==> config.mk <==
export PLATFORM = sky130hd
export DESIGN_NAME = reg_scoreboard
export DESIGN_NICKNAME = d
export VERILOG_FILES = /design/src/rtl/reg_scoreboard.sv
export SDC_FILE = /design/constraint.sdc
export NUM_CORES = 1
export LEC_CHECK = 0
export CAP_MARGIN = 10
export CORE_AREA = 4 4 121 123
export DETAILED_ROUTE_END_ITERATION = 16
export DIE_AREA = 0 0 125 127
export GPL_ROUTABILITY_DRIVEN = 0
export PLACE_DENSITY_LB_ADDON = 0.08
export SYNTH_ARGS = -nofsm -noshare
export SYNTH_HDL_FRONTEND = slang
export SYNTH_SLANG_ARGS = --single-unit
==> constraint.sdc <==
create_clock -name clk -period 3.47 [get_ports clk]
set_input_delay 0.694 -clock clk [delete_from_list [all_inputs] [get_ports clk]]
set_output_delay 0.694 -clock clk [all_outputs]
set_load 0.01 [all_outputs]
==> src/rtl/reg_scoreboard.sv <==
// reg_scoreboard: pending-write scoreboard for the decode stage.
// Each architectural register 1..31 carries a 2-bit count of writes issued
// but not yet retired. The decode stage is held while it would read a busy
// register, or while its own destination count is already saturated.
// Register 0 is hardwired to zero and is never tracked.
module reg_scoreboard (
    input  logic        clk,
    input  logic        resetn,
    input  logic [4:0]  src1_addr,
    input  logic        src1_used,
    input  logic [4:0]  src2_addr,
    input  logic        src2_used,
    input  logic        id_valid,
    input  logic        issue_fire,
    input  logic        issue_we,
    input  logic [4:0]  issue_dest,
    input  logic        retire_we,
    input  logic [4:0]  retire_dest,
    output logic        id_stall,
    output logic [31:0] busy_vec,
    output logic [15:0] stall_cnt,
    output logic        err_underflow
);

    // Registered state. Entry 0 of cnt_r / busy_r is held at zero.
    logic [31:0][1:0] cnt_r;
    logic [31:0]      busy_r;
    logic [15:0]      stall_cnt_r;
    logic             err_r;

    // Combinational next-state and decode terms.
    logic [31:0][1:0] cnt_nxt_s;
    logic [31:0]      busy_nxt_s;
    logic             inc_s;
    logic             dec_s;
    logic             same_s;
    logic             underflow_s;
    logic             src1_hit_s;
    logic             src2_hit_s;
    logic             sat_s;
    logic             stall_s;

    // One counter step: saturate at 3 on increment, floor at 0 on
    // decrement, and cancel when both hit the same register.
    function automatic logic [1:0] cnt_step(
        input logic [1:0] cnt,
        input logic       inc,
        input logic       dec
    );
        logic [1:0] res;
        res = cnt;
        case ({inc, dec})
            2'b10:   res = (cnt == 2'd3) ? cnt : cnt + 2'd1;
            2'b01:   res = (cnt == 2'd0) ? cnt : cnt - 2'd1;
            2'b11:   res = cnt;
            default: res = cnt;
        endcase
        return res;
    endfunction

    // Decode issue/retire events; writes to r0 are discarded.
    always_comb begin
        inc_s       = issue_fire & issue_we & (issue_dest != 5'd0);
        dec_s       = retire_we & (retire_dest != 5'd0);
        same_s      = inc_s & dec_s & (issue_dest == retire_dest);
        underflow_s = dec_s & (cnt_r[retire_dest] == 2'd0) & ~same_s;
    end

    // Next counter values and the busy bits they imply.
    always_comb begin
        cnt_nxt_s  = '0;
        busy_nxt_s = 32'h0;
        for (int n = 1; n < 32; n++) begin
            cnt_nxt_s[n]  = cnt_step(cnt_r[n],
                                     inc_s & (issue_dest == 5'(n)),
                                     dec_s & (retire_dest == 5'(n)));
            busy_nxt_s[n] = (cnt_nxt_s[n] != 2'd0);
        end
    end

    // Decode hold: hazards come from registered state only, so a retire in
    // this cycle is not yet visible and issue_fire is never consulted.
    always_comb begin
        src1_hit_s = src1_used & busy_r[src1_addr];
        src2_hit_s = src2_used & busy_r[src2_addr];
        sat_s      = issue_we & (issue_dest != 5'd0) &
                     (cnt_r[issue_dest] == 2'd3);
        stall_s    = id_valid & (src1_hit_s | src2_hit_s | sat_s);
    end

    // State update with synchronous active-low reset taking priority.
    always_ff @(posedge clk) begin
        if (!resetn) begin
            cnt_r       <= '0;
            busy_r      <= 32'h0;
            stall_cnt_r <= 16'h0;
            err_r       <= 1'b0;
        end else begin
            cnt_r  <= cnt_nxt_s;
            busy_r <= busy_nxt_s;
            if (stall_s && (stall_cnt_r != 16'hFFFF)) begin
                stall_cnt_r <= stall_cnt_r + 16'd1;
            end
            if (underflow_s) begin
                err_r <= 1'b1;
            end
        end
    end

    assign id_stall      = stall_s;
    assign busy_vec      = busy_r;
    assign stall_cnt     = stall_cnt_r;
    assign err_underflow = err_r;

endmodule

==> out/qor.txt <==
number of remaining DRC errors - 0
actual slew at the worst max-slew pin - 700 ps
number of DRC markers in iteration 0 - 615
sw frac - 26.0%
Initial Util - 56.9%
# nets final - 1230
CTS sink cnt - 110
RSZ-0062 raised after global routing - no
Detailed Place HPWL - 16900 microns
CP endpoint kind - output pin
CP startpoint kind - input port
Logic pwr share - 11.9%
IO Count - 78
via count - 7615
PwrDens - 283 nW/um^2
vias per cell - 5.75
clock power share - 40.9%
clock latency on the worst-skew pair - 370 ps
count leader, synth - nand2_1
Max Clk Rate - 295 MHz
die area - 15900 sq um
WL final - 22000 microns
GRT Total Usage - 27.1%
placed cell areas - 8990 sq um
Yosys warnings - 0
standard-cell rows - 43
H-tree depth - 3
top-area cell type share of the netlist area - 28.3%
gr busiest metal - met2
CTS tree - done
final hold slack - 483 ps
Final Hold Fails - 0
core area - 13700 sq um
DRT Pass-1 Iters - 5
Period minus WS final - 3400 ps
met2 Resource Use GR - 44.5%
status - complete, no violations
first-pass GRT wire length - 35100 microns
vias in the first global route - 6992
share of cells above drive strength 1 - 14.0%
met1 GRT Util - 34.7%
Worst Path Required - 2780 ps
Final setup viols - 0
synthesis-stage register bit count - 110
antenna violation net count after detailed routing - 0
arrival time worst endpoint - 2700 ps
Int Pwr - 1990 uW
die width - 125 microns
relative slew slack - 53.2%
area of the mapped netlist - 7780 sq um
# Max-Cap Violations - 0
Synth area leaders - dfxtp_1 (28%), ha_1 (10%), nand2_1 (7.3%), a21oi_1 (5.7%), inv_1 (5.6%)
GRT overflow - 0
largest net degree at the start of global routing - 38
CTS max path bufs - 2
predominant post-synthesis flop cell - dfxtp_1
Final Instance Area - 9480 sq um
crit share post-route - 97.8%
Leakage - 0.00378 uW
port bufs - 76
max-slew violations - 0
Synth async-reset ratio - 0%
met3 global-route usage - 5.56%
top cells by count, synth - nand2_1 (152), inv_1 (116), dfxtp_1 (110), nor2_1 (92), a21oi_1 (88)
chip height - 127 microns
share of power burned in registers - 47.2%
wire per inst - 16.6 microns
R2R setup slack - 1000 ps
Syn Nets - 1120
Clk Tree Root Cell - clkbuf_16
Mapped Cells - 1029
worst-path maximum fanout - 5
sequential share of the synthesized area - 28.3%
Setup Skew - 9.71 ps
initial antenna violation count - 0
Num CTS Buffers - 9
CTS Hold Bufs - 0
library cells used by synthesis - 64
Yosys top cell by area - dfxtp_1
Post-synth EDFFs - 0
syn avg cell area - 7.56 sq um
Setup Crit Path Kind - in -> out
clk slew on worst S/H paths - 80 ps
Area Growth Syn to Fin - 21.8%
worst vdd ir - 271 uV
HP Class - reg -> reg
Net Switching - 696 uW
[layout by cell type (no fill, tap or decap), types with 4 or more instances in the layout]
| cell type | n |
|---|---|
| a211oi_1 | 24 |
| a21oi_1 | 88 |
| a221oi_2 | 5 |
| and3_1 | 9 |
| buf_12 | 4 |
| buf_4 | 50 |
| clkbuf_16 | 11 |
| clkdlybuf4s50_1 | 68 |
| dfxtp_1 | 110 |
| dlygate4sd2_1 | 5 |
| ha_1 | 63 |
| inv_1 | 115 |
| mux2_2 | 9 |
| mux2i_1 | 19 |
| mux4_2 | 19 |
| nand2_1 | 152 |
| nand2b_1 | 36 |
| nand3_1 | 15 |
| nand4_1 | 9 |
| nor2_1 | 92 |
| nor2b_1 | 12 |
| nor3_1 | 42 |
| o211ai_1 | 6 |
| o21ai_0 | 68 |
| o21ai_1 | 6 |
| or2_2 | 34 |
| xnor2_1 | 4 |
[kinds of logic (layout without fill, tap and decap cells)]
| group | Yosys count | in the layout | share of synthesized area [%] |
|---|---|---|---|
| simple gates | 420 | 420 | 25.3 |
| compound gates | 229 | 229 | 18.0 |
| buf+inv | 153 | 268 | 8.09 |
| flops | 110 | 110 | 28.3 |
| fa+ha+maj | 63 | 63 | 10.1 |
| mux | 48 | 48 | 9.49 |
| xor+xnor | 5 | 5 | 0.563 |
| other cells | 1 | 2 | 0.0482 |
[area by class of cell]
type	count	area, sq um
multi-input combinational	766	4980
antenna	1	2.50
timing repair buffer	136	1330
fill	1169	4190
clock inverter	6	75.1
sequential	110	2200
tap	180	225
inverter	116	435
clock buffer	10	229
[worst max-delay path, cell delays in order]
cell           delay, ps
dlygate4sd2_1        320
mux2_2               370
o311a_2              350
o41ai_4              460
a31oi_4              130
or2_4                250
buf_6                120
[layer usage]
| layer | share of wire [%] | vias to the layer above |
|---|---|---|
| met5 | 0 | - |
| met4 | 3.8 | 0 |
| met3 | 7.6 | 58 |
| met2 | 47 | 284 |
| met1 | 42 | 3549 |
| li1 | - | 3724 |
[stage by stage]
step	cells	total power, uW	util [%]	setup TNS (ps)	worst slack (ps)
detailed placement	1299	1590	65.8	-535	-535
global route	1324	2760	69.3	0	7.03
finish	1325	2680	69.4	0	74.8
global placement	1299	1580	65.8	-506	-506
floorplan	1029	1460	-	0	471
CTS	1321	2680	68.8	0	0.434
[sequential cells by signal (all words and copies together) (netlist names)]
register,count
err_underflow,1
cnt_r,62
busy_vec,31
stall_cnt,16
[power by group through the flow]
| stage | clock network [uW] | registers [uW] | logic, uW |
|---|---|---|---|
| global route | 1160 | 1270 | 339 |
| detailed placement | 0 | 1300 | 291 |
| finish | 1100 | 1270 | 319 |
| global placement | 0 | 1300 | 288 |
| CTS | 1110 | 1270 | 304 |
| floorplan | 0 | 1300 | 163 |
[timing repair]
action | CTS | global route
buffers inserted | 5 | 1
pin swaps | 5 | 4
resized for setup | 22 | 7
cloned | 1 | 2
endpoints found under the setup margin | 1 | 1
[worst paths after layout]
kind                                    start       endpoint  cells after the start
worst max-delay path             src1_addr[2]       id_stall                      7
worst max register to register    busy_vec[1]   stall_cnt[9]                      9
worst min register to register  stall_cnt[12]  stall_cnt[12]                      2
worst min-delay path            stall_cnt[12]  stall_cnt[12]                      2
(Power assumes the default switching activity.)
